==> src/rtl/multicycle_controller.sv <==
`default_nettype none
// ============================================================================
// Module   : multicycle_controller
// Purpose  : Multicycle RV32-style control FSM. Sequences FETCH, DECODE,
//            EXECUTE, MEMORY and WRITEBACK. Traps on illegal opcodes or on
//            memory-wait timeout, halts on ECALL and counts retired
//            instructions.
// Revision : 1.0 - initial release
// ============================================================================
module multicycle_controller #(
  parameter int TIMEOUT = 255
) (
  input  logic        clk,
  input  logic        reset,
  input  logic [6:0]  opcode,
  input  logic        branch_taken,
  input  logic        mem_ready,
  input  logic        stall,
  output logic        pc_write,
  output logic        pc_src,
  output logic        ir_write,
  output logic        reg_write,
  output logic        mem_req,
  output logic        mem_we,
  output logic [2:0]  state,
  output logic        halted,
  output logic        trap,
  output logic [1:0]  trap_cause,
  output logic [31:0] retired
);

  localparam int CNT_W = (TIMEOUT > 1) ? $clog2(TIMEOUT + 1) : 1;
  // Wait-counter value at which one more unacknowledged cycle means timeout.
  localparam logic [CNT_W-1:0] c_WAIT_LAST = (TIMEOUT > 0) ? CNT_W'(TIMEOUT - 1) : '0;

  localparam logic [6:0] c_OP_ALU    = 7'b0110011;
  localparam logic [6:0] c_OP_ALUI   = 7'b0010011;
  localparam logic [6:0] c_OP_LOAD   = 7'b0000011;
  localparam logic [6:0] c_OP_STORE  = 7'b0100011;
  localparam logic [6:0] c_OP_BRANCH = 7'b1100011;
  localparam logic [6:0] c_OP_JAL    = 7'b1101111;
  localparam logic [6:0] c_OP_JALR   = 7'b1100111;
  localparam logic [6:0] c_OP_LUI    = 7'b0110111;
  localparam logic [6:0] c_OP_AUIPC  = 7'b0010111;
  localparam logic [6:0] c_OP_SYSTEM = 7'b1110011;

  typedef enum logic [2:0] {
    S_FETCH     = 3'd0,
    S_DECODE    = 3'd1,
    S_EXECUTE   = 3'd2,
    S_MEMORY    = 3'd3,
    S_WRITEBACK = 3'd4,
    S_HALT      = 3'd5,
    S_TRAP      = 3'd6
  } state_t;

  state_t           r_state;
  logic [CNT_W-1:0] r_wait_cnt;
  logic [1:0]       r_trap_cause;
  logic [31:0]      r_retired;

  logic w_is_load;
  logic w_is_store;
  logic w_is_branch;
  logic w_is_jump;
  logic w_is_ecall;
  logic w_is_legal;
  logic w_xfer_done;
  logic w_wait;
  logic w_timeout;

  assign w_is_load   = (opcode == c_OP_LOAD);
  assign w_is_store  = (opcode == c_OP_STORE);
  assign w_is_branch = (opcode == c_OP_BRANCH);
  assign w_is_jump   = (opcode == c_OP_JAL) || (opcode == c_OP_JALR);
  assign w_is_ecall  = (opcode == c_OP_SYSTEM);
  assign w_is_legal  = (opcode == c_OP_ALU) || (opcode == c_OP_ALUI) || w_is_load ||
                       w_is_store || w_is_branch || w_is_jump ||
                       (opcode == c_OP_LUI) || (opcode == c_OP_AUIPC);

  // A transfer completes on any edge with request and ready both high.
  assign w_xfer_done = mem_req & mem_ready;
  assign w_wait      = mem_req & ~mem_ready;
  // Timeout fires on the edge that would bring the counter to TIMEOUT; a
  // ready on that same edge wins because w_wait is then low.
  assign w_timeout   = (TIMEOUT != 0) && w_wait && (r_wait_cnt == c_WAIT_LAST);

  assign state      = r_state;
  assign halted     = (r_state == S_HALT);
  assign trap       = (r_state == S_TRAP);
  assign trap_cause = r_trap_cause;
  assign retired    = r_retired;

  // Moore control decode; everything is forced low while reset is held so an
  // in-flight request is dropped at once.
  always_comb begin
    pc_write  = 1'b0;
    pc_src    = 1'b0;
    ir_write  = 1'b0;
    reg_write = 1'b0;
    mem_req   = 1'b0;
    mem_we    = 1'b0;
    if (reset) begin
      case (r_state)
        S_FETCH: begin
          if (!stall) begin
            mem_req  = 1'b1;
            ir_write = mem_ready;
          end
        end
        S_EXECUTE: begin
          if (w_is_branch) begin
            pc_write = 1'b1;
            pc_src   = branch_taken;
          end
        end
        S_MEMORY: begin
          mem_req  = 1'b1;
          mem_we   = w_is_store;
          pc_write = w_is_store & mem_ready;
        end
        S_WRITEBACK: begin
          reg_write = 1'b1;
          pc_write  = 1'b1;
          pc_src    = w_is_jump;
        end
        default: ;
      endcase
    end
  end

  // State sequencing, memory-wait counter, trap cause and retired counter.
  always_ff @(posedge clk or negedge reset) begin
    if (!reset) begin
      r_state      <= S_FETCH;
      r_wait_cnt   <= '0;
      r_trap_cause <= 2'd0;
      r_retired    <= 32'd0;
    end else begin
      if (pc_write) r_retired <= r_retired + 32'd1;

      // EXECUTE and WRITEBACK are the only states that enter MEMORY or FETCH
      // without a completed transfer, so clearing there covers every entry.
      if (w_xfer_done || (r_state == S_EXECUTE) || (r_state == S_WRITEBACK)) begin
        r_wait_cnt <= '0;
      end else if (w_wait) begin
        r_wait_cnt <= r_wait_cnt + CNT_W'(1);
      end

      case (r_state)
        S_FETCH: begin
          if (w_xfer_done) begin
            r_state <= S_DECODE;
          end else if (w_timeout) begin
            r_state      <= S_TRAP;
            r_trap_cause <= 2'd2;
          end
        end
        S_DECODE: begin
          if (w_is_legal) begin
            r_state <= S_EXECUTE;
          end else if (w_is_ecall) begin
            r_state <= S_HALT;
          end else begin
            r_state      <= S_TRAP;
            r_trap_cause <= 2'd1;
          end
        end
        S_EXECUTE: begin
          if (w_is_load || w_is_store) r_state <= S_MEMORY;
          else if (w_is_branch)        r_state <= S_FETCH;
          else                         r_state <= S_WRITEBACK;
        end
        S_MEMORY: begin
          if (w_xfer_done) begin
            r_state <= w_is_store ? S_FETCH : S_WRITEBACK;
          end else if (w_timeout) begin
            r_state      <= S_TRAP;
            r_trap_cause <= 2'd2;
          end
        end
        S_WRITEBACK: r_state <= S_FETCH;
        S_HALT:      r_state <= S_HALT;
        S_TRAP:      r_state <= S_TRAP;
        default:     r_state <= S_FETCH;
      endcase
    end
  end

endmodule
`default_nettype wire
==> config.mk <==
export PLATFORM = sky130hd
export DESIGN_NAME = multicycle_controller
export DESIGN_NICKNAME = d
export VERILOG_FILES = /design/src/rtl/multicycle_controller.sv
export SDC_FILE = /design/constraint.sdc
export NUM_CORES = 1
export LEC_CHECK = 0
export CAP_MARGIN = 20
export CORE_ASPECT_RATIO = 0.8
export CORE_UTILIZATION = 60
export CTS_CLUSTER_SIZE = 20
export DETAILED_ROUTE_END_ITERATION = 8
export DONT_BUFFER_PORTS = 1
export MAX_ROUTING_LAYER = met4
export PLACE_DENSITY = 0.76
export SYNTH_ARGS = -nofsm -noshare
export SYNTH_HDL_FRONTEND = slang
export SYNTH_SLANG_ARGS = --single-unit
==> constraint.sdc <==
create_clock -name clk -period 2.4 [get_ports clk]
set_input_delay 0.48 -clock clk [delete_from_list [all_inputs] [get_ports clk]]
set_output_delay 0.48 -clock clk [all_outputs]
set_load 0.05 [all_outputs]
# Yosys cells after proc, flatten, opt, wreduce, memory -nomap -nowiden
# Cells that the tools add are included.
# classes
n_bitwise	4
n_eq_ne	21
n_reduce_logical	17
add_sub_neg	2
mux	32
# op_table
operator	count
$add 32x1->32 const B	1
$eq 7x7->1 const B	4
$eq 7x6->1 const B	3
$mux 3	7
$pmux 3 s6	1
$mux 8	2
$eq 7x5->1 const B	2
$mux 1	13
$logic_or 1x1->1	11
$mux 2	5
$eq 3x3->1 const B	3
$add 8x1->8 const B	1
$eq 8x8->1 const B	1
$eq 7x2->1 const B	1
$eq 3x2->1 const B	2
$ne 2x2->1 const B	3
$reduce_and 5->1	1
$pmux 1 s2	2
$pmux 2 s2	1
$reduce_bool 2->1	2
$and 1x1->1	3
$eq 3x1->1 const B	1
$logic_not 3->1	1
$pmux 1 s3	1
other kinds (4)	4
# totals
word_cells	80
regBits	45
inputBits	12
output_inout_bits	45

# Longest topological paths before layout
# depth
depth_word	10
ltp_mapped	8

# Worst setup path before layout
# No wires, ideal clock.
# synth_timing
kind	register -> output
startpoint	reg r_state[2], in the netlist state[2]
endpoint	out pc_write
stages_incl_launch_ff	6
t_arrival_ns	3.266
required_time_ns	1.920
slack_ns	-1.346
path_cell_list	dfrtp_1 > nor4bb_1 > a41oi_1 > and2_1 > clkbuf_1 > inv_1
# synth_between
elab_chain_cells	3
# synth_lines
item	line	text
start: declaration	57	state_t r_state;
start signal: assignment	176	r_state <= w_is_store ? S_FETCH : S_WRITEBACK;
$eq 3x3->1 or $eq 3x2->1 (tied branches)	104	case (r_state)
$pmux 1 s3 *	104	
$mux 1 *	103	if (reset) begin
end: declaration	19	output logic pc_write,
# Every way passes the cells marked *; elsewhere a longest branch is shown, timed or not.

# Final worst setup path
# layout_timing
startpoint	reg r_state[1], in the netlist state[1]
endpoint	out ir_write
# layout_between
elab_chain_cells	3
# layout_lines
item	line	text
$logic_not 3->1	104	
$mux 1	104	
$mux 1	103	
end: declaration	21	output logic ir_write,
# Every way passes these cells.

==> metrics.md <==
| Metric | Value |
|---|---|
| Layout Utilization | 0.770 |
| VDD IR max | roughly 0.5 mV |
| Synth Area in Adders | 0.0199 |
| CTS buffer count | 5 |
| Yosys reg bits | 45 |
| Mux share of post-synthesis cell area | 0 |
| Fraction of the mapped netlist area in simple logic gates | 0.268 |
| Synth Area in XOR/XNOR | 0.128 |
| Placed instance area | 2750 µm² |
| Total Power | 2.35 mW |
| DRT Pass-1 Iters | 4 |
| Synth warn | 0 |
| IO Pins | 57 |
| Fin Clk Skew | 0.00993 ns |
| GRT overflow | 0 |
| Most instantiated cells after synthesis | dfrtp_1, nand2_1, nor2_1, xor2_1, xnor2_1 |
| Final instance area | 2930 µm² |
| Compound-cell area share of the yosys netlist | 0.0957 |
| CTS tree | built |
| Starting Density | 0.629 |
| Fin cells | about 350 |
| Clk sinks | 45 |
| IO buf count | 0 |
| Die Area | 4250 µm² |
| Clk Tree Root Cell | clkbuf_8 |
| R2R depth | 5 |
| Worst slack, placed | 0.212 ns |
| Total wire length | between 5000 and 6000 µm |
| Hold_ws | around 0.020 ns |
| Area growth, synth to finish | 22.3% |
| Critical Path RT | 1.92 ns |
| Dpl cells | 336 |
| Seq/Total Area, Yosys | 0.470 |
| CP Capture Type | output port |
| Crit path kind | reg2out |
| Hold Vio Cnt, Final | 0 |
| Die width | 72.6 µm |
| Max H-tree Level | 2 |
| Cell row count | 20 |
| Post-DP HPWL | 3820 µm |
| Share of the synthesized area in the top cell type | 0.470 |
| Crit path top cell by count | buf_6 |
| Syn Nets | 265 |
| ANT cells | 0 |
| Post-synthesis area per instance | 9.57 µm² |
| Final min period | 2.33 ns |
| Max clock buf depth | 2 |
| Worst setup SP type | flop |
| Largest family of logic cells by synthesized area | simple AND/OR/NAND/NOR gates |
| Post-Syn Area | roughly 2400 µm² |
| GRT Util Overall | 0.289 |
| Crit-path max cell delay | 0.55 ns |
| Yosys cell types | 46 |
| Total number of vias | between 1500 and 2000 |
| Max Slew Vio Count | 0 |
| Reg clk slew, reported paths | ~0.090 ns |
| First-pass GRT wire length | 9110 µm |
| FFs w/ async S/R, synth | 1.00 |
| Ys flop type | dfrtp_1 |
| Clk Latency, worst-skew pair | 0.30 ns |
| Core footprint | 3800 µm² |
| Area leader, netlist | dfrtp_1 |
| Antenna viol nets, final | 0 |
| HP Class | in2async |
| Via density | 5.75 |
| Largest net degree at the start of global routing | 46 |
| DRC | 0 |
| Crit-path slowest cell | or4_4 |
| Top post-synthesis cells by area | dfrtp_1, xor2_1, xnor2_1 |
| RSZ-0062 raised after global routing | false |
| Initial antenna violation count | 0 |
| LEAKAGE | 1.33 nW |
| Number of max-cap violations | 0 |
| Nets | ~300 |
| DRT iter0 DRCs | 96 |
| Final Wtd Congestion | 0.857 |
| Slew of the pin with the lowest slew margin | between 0.5 and 0.6 ns |
| Most common cell in the netlist | dfrtp_1 |
| Pwr/cell area | 804 nW/µm² |
| Cells after Synth | 250 |
| CP arrival | 1.85 ns |
| Post-synth EDFFs | 0 |
| Die Height | ~58 µm |
| Layout cell share with drive strength beyond 1 | 0.203 |
| Setup slack after layout | 0.0728 ns |
| CP Max Fanout | 8 |
| Fmax | 430 MHz |
| Setup TNS | 0 ns |
| Vias in the first global route | 1946 |
| Crit path cell chain | buf_4, buf_6, or4_4, nor2_2, buf_6 |
| Status | finished clean |
| Final setup fails | 0 |
| Routed wire length per instance | about 16 µm |
| Relative slew slack | 0.612 |
| Period utilisation layout | 0.970 |
-- logic make-up (layout without fill, tap and decap cells) --
family	after synthesis	after routing
XOR/XNOR	35	35
AO/OA/AOI/OAI	34	34
adder cells (fa/ha/maj)	4	4
flip-flops	45	45
AND/OR/NAND/NOR	121	121
buffers and inverters	11	51
-- where the power goes --
part	leakage, nW	switching, mW	internal [mW]
Clock	0.0681	0.255	0.414
Sequential	0.611	0.0957	0.824
Combinational	0.653	0.513	0.252
Total	1.33	0.864	1.49
-- cells in the final DEF (no fill, tap or decap), drive strengths merged, types with 3 or more instances in the layout --
cell type and n:
inv 4, o21ai 10, and3 3, nand4 10
nor2 20, nand2 29, xor2 20, clkbuf 5
nor3 10, ha 3, nor2b 5, xnor2 15
buf 38, nand3 12, a21oi 8, and2 5
nand2b 6, dfrtp 45, nor4 5, or3 4
-- path summary, 6_finish.rpt --
check                                  startpoint                        end  slack [ns]
max                            state[1]$_DFF_PN0_                   ir_write        0.07
min                                         reset  trap_cause[1]$_DFFE_PN0P_        0.02
max reg2reg                    state[0]$_DFF_PN0_         state[1]$_DFF_PN0_        0.19
min reg2reg                retired[7]$_DFFE_PN0P_     retired[7]$_DFFE_PN0P_        0.53
max in group asynchronous                   reset         state[2]$_DFF_PN0_        2.17
min in group clk                        mem_ready  r_wait_cnt[0]$_DFFE_PN0P_        0.40
-- layer usage --
metal,global-route usage,wire [µm],share of wire
met1,0.407,2550,0.47
met2,0.429,2490,0.46
met3,0.0651,336,0.062
met4,0.0672,38,0.0070
met5,-,0,0
-- critical path, delay by kind of cell (launching register included) --
kind / cells / cell delay (ns)
buffers and inverters: 3 / 0.49
DFF: 1 / 0.40
and+or+nand+nor: 2 / 0.65
-- area by class of cell --
type                       instances  area [µm²]
clock buffer                       5        68.8
clock inverter                     3        65.1
fill                             285         876
inverter                           5        22.5
multi-input combinational        194        1260
sequential                        45        1130
tap                               55        68.8
timing repair buffer              38         313
-- timing repair --
item / CTS / global route
resized for setup: 3 / 2
endpoints found under the setup margin: 2 / 2
hold buffers: 1 / 0
buffers inserted: 0 / 0
hold endpoints to repair: 45 / 0
-- flip-flops by register name, summed over array words and instances (netlist names) --
name        count
retired        32
r_wait_cnt      8
state           3
trap_cause      2
Power figures use the tool's default switching activity.
==> patch 1 (same settings) <==
`TIMEOUT`: 255 -> 510.
--- a/src/rtl/multicycle_controller.sv
+++ b/src/rtl/multicycle_controller.sv
@@ -9,5 +9,5 @@
 // ============================================================================
 module multicycle_controller #(
-  parameter int TIMEOUT = 255
+  parameter int TIMEOUT = 510
 ) (
   input  logic        clk,
Check against the original RTL: no difference found for any inputs over 10 cycles, from zero or initial values and one cycle with reset low; that may be too few to reach the edited logic, so the function may still have changed.
==> patch 1 against the unedited design <==
Sequential cell count up 1; critical path type unchanged; design area up 6.9%; sequential share of layout area decreased by 1.8 points; non-clock buffer count up 1; power rose by 11%; synthesized cell count rose by 4.0%; area after synthesis rose by 10%; routed wire length rose by 7.1%; worst setup slack better by 0.039 ns.
==> patch 1: results (changes against the unedited design) <==
[status]
outcome=finished clean

[logic_synthesis]
synthTopCellsByCount=dfrtp_1 (46), xor2_1 (24), nand2_1 (22), nand3_1 (14)
synth_nets=275  ; +3.8%
yosysWarnings=0  ; unchanged
synth-seq-area-share_pct=43.6  ; -3.4 points
synth_cell_types=52  ; +13%

[layout]
buffers_excl_clock=39  ; +2.6%
seq_share_pct=36.8  ; -1.8 points
multi_input_area_share_pct=45.9  ; +2.8 points
clock_cell_area_share_pct=3.52  ; -1.1 points
drive_gt1_share_pct=24.2  ; +3.8 points
inv_count=6  ; +1
layout.nonclk_buf_share_pct=10.8  ; +0.11 points
final_nets=312  ; +2.6%
multi_input_comb_cells=199  ; +2.6%

[setup_path]
r2r_cells=6  ; +1
rr_endpoint=retired[28]
cp-endpoint=pc_write
rr_startpoint=retired[0]
ff2ff_setup_slack_ns=0.29  ; +0.10 ns
crit_fanout=11  ; +3
cpMaxStageDelayCell=dfrtp_2
slowest_delay_ns=0.49  ; -0.06 ns

[routing]
drt_iter0_drc=167  ; +74%
finalWirelength_mm=5.80  ; +7.1%
dr_wl_met3_microns=416  ; +24%
via_per_inst=6.02  ; +4.8%

[global_route]
grt_pass1_vias=2004  ; +3.0%
grt_util_all_layers_pct=26.8  ; -2.1 points
grt_max_degree=47  ; +2.2%
gr-usage-met3_pct=7.70  ; +1.2 points
grt_pass1_wl_mm=9.33  ; +2.3%

[power_and_ir_drop]
peakVddDrop_mv=0.794  ; +63%
p_leak_nw=1.35  ; +1.4%

[placed_design]
dp_worst_setup_slack_ns=0.300  ; +0.0880 ns
gp_congestion=0.839  ; -2.1%
dp_hpwl_mm=4.12  ; +7.9%

[clocking]
cts_resized=0  ; -3

[timing]
tightestPinTransition_ns=0.589  ; +0.00811 ns
fin_ws_ns=0.112  ; +0.0392 ns
clock_skew_ns=0.00587  ; -0.00406 ns

-- patch 1: power by group --
group | switching (mW) | leakage (nW) | internal (mW)
combinational | 0.736 | 0.710 | 0.325
clock | 0.264 | 0.0514 | 0.311
sequential | 0.116 | 0.589 | 0.857
-- patch 1: metrics by stage --
step | util, % | TNS [ns] | instance area, sq um | hold WS [ns] | instances
3_5_place_dp | 71.1 | 0 | 2990 | 0.186 | 346
3_3_place_gp | 71.1 | 0 | 2990 | 0.186 | 346
6_report | 74.4 | 0 | 3130 | 0.0160 | 355
4_1_cts | 74.4 | 0 | 3130 | 0.0158 | 355
5_1_grt | 74.4 | 0 | 3130 | 0.0174 | 355
2_1_floorplan | - | -0.0783 | 2660 | 0.184 | 260
-- patch 1: cells by family (layout without fill, tap and decap cells) --
group           after synthesis  after routing  share of synthesized area (%)
fa+ha+maj                     3              3                           1.42
simple gates                129            129                           32.4
flops                        46             46                           43.6
xor+xnor                     32             32                           10.6
compound gates               35             35                           9.15
buf+inv                      15             53                           2.84
==> patch 2 (config.mk and constraints unchanged) <==
Made on the original files. One comparison of `r_wait_cnt` changes from == to >=.
--- a/src/rtl/multicycle_controller.sv
+++ b/src/rtl/multicycle_controller.sv
@@ -84,5 +84,5 @@
   // Timeout fires on the edge that would bring the counter to TIMEOUT; a
   // ready on that same edge wins because w_wait is then low.
-  assign w_timeout   = (TIMEOUT != 0) && w_wait && (r_wait_cnt == c_WAIT_LAST);
+  assign w_timeout   = (TIMEOUT != 0) && w_wait && (r_wait_cnt >= c_WAIT_LAST);
 
   assign state      = r_state;
Function: no difference found for any inputs over 10 cycles, from zero or initial values and one cycle with reset low; that may be too few to reach the edited logic, so the function may still have changed.
==> patch 2 against the unedited design <==
Power rose by 1.8%; area after synthesis up 7.1%; routed wire length is 14% higher; non-clock buffer count shrank 1; global-route usage is 1.6 points higher; cell count rose by 2.3%; design area rose by 2.9%; sequential cell count stayed put; worst setup slack gained 0.057 ns; largest power group unchanged.
==> patch 2: results (changes against the unedited design) <==
[status]
outcome=finished clean

[layout]
multi_input_area_share_pct=45.1  ; +2.1 points
fill_cells=282  ; -1.1%
final_nets=312  ; +2.6%
multi_input_comb_cells=197  ; +1.5%
clock_cell_area_share_pct=3.86  ; -0.71 points
buffers_excl_clock=37  ; -2.6%
layout.nonclk_buf_share_pct=9.88  ; -0.80 points
drive_gt1_share_pct=22.1  ; +1.8 points
regArea_sq_mm=0.00113  ; -0.33%
nClkBuffers=7  ; +2

[global_route]
grt_pass1_wl_mm=9.94  ; +9.0%
grt_util_all_layers_pct=30.5  ; +1.6 points
grt_pass1_vias=2092  ; +7.5%
gr-usage-met3_pct=7.31  ; +0.80 points

[routing]
vias=2182  ; +10%
met2RoutedLength_mm=2.87  ; +15%
dr_wl_met3_microns=515  ; +53%
met1_length_mm=2.67  ; +4.7%

[timing]
relSlewSlack_pct=60.0  ; -1.3 points

[power_and_ir_drop]
internal_power_mw=1.43  ; -4.3%
peakVddDrop_mv=0.775  ; +59%
p_leak_nw=1.26  ; -5.6%

[logic_synthesis]
syn_inst=262  ; +4.8%
synthTopCellsByCount=dfrtp_1 (45), nand2_1 (21), xor2_1 (19), nand3_1 (16), nor2_1 (16)
synth-seq-area-share_pct=43.9  ; -3.1 points
synth_area_leaders=dfrtp_1 (44%), xor2_1 (6.5%), xnor2_1 (4.1%)
synth_cell_types=48  ; +4.3%

[placed_design]
dp_hpwl_mm=4.41  ; +15%
gp_congestion=0.893  ; +4.2%

[setup_path]
crit_fanout=12  ; +4

## patch 2: changes by cell type after synthesis, sizes merged, moves of 5 or more
cell / unedited run / this run
inv: 5 / 11
nand2: 29 / 21
nor4: 5 / 10
buf: 1 / 6
## patch 2: per-stage QoR
stage | instance area, sq um | total power, mW
6_report | 3010 | 2.40
5_1_grt | 3010 | 2.50
4_1_cts | 3010 | 2.39
3_5_place_dp | 2870 | 1.78
3_3_place_gp | 2870 | 1.77
2_1_floorplan | 2580 | 1.58
## patch 2: worst max-delay path, cell delays in order (launching register included)
cell	delay, ns
dfrtp_1	0.55
nand3b_1	0.17
nor2_1	0.35
a311oi_4	0.17
inv_4	0.24
## patch 2: cells by family after synthesis
kind of cell	count (synthesis)	synth area share, %
AND/OR/NAND/NOR	123	29.9
flip-flops	45	43.9
AO/OA/AOI/OAI	39	9.96
XOR/XNOR	31	10.6
buffers and inverters	20	3.71
adder cells (fa/ha/maj)	4	1.86
## patch 2: final timing paths
path	slack, ns	to	cells past startpoint	start
worst min-delay path	0.01	retired[25]	1	reset
worst min register to register	0.53	retired[4]	1	retired[4]
max in group asynchronous	2.18	retired[11]	1	reset
min in group clk	0.38	state[2]	2	opcode[4]
worst max register to register	0.22	retired[13]	6	state[0]
worst max-delay path	0.13	pc_write	4	state[0]
## patch 2: power groups by stage
stage	registers, mW	logic (mW)	clock network [mW]
after floorplan	1.20	0.380	0
after global placement	0.990	0.776	0
after detailed placement	0.993	0.791	0
after CTS	0.976	0.817	0.601
after global routing	0.995	0.878	0.630
final	0.979	0.820	0.597
## patch 2: repair_timing
| item | in CTS | in global routing |
|---|---|---|
| resized for setup | 0 | 2 |
| hold buffers | 1 | 0 |
| endpoints found under the setup margin | 0 | 1 |
| hold endpoints to repair | 45 | 0 |
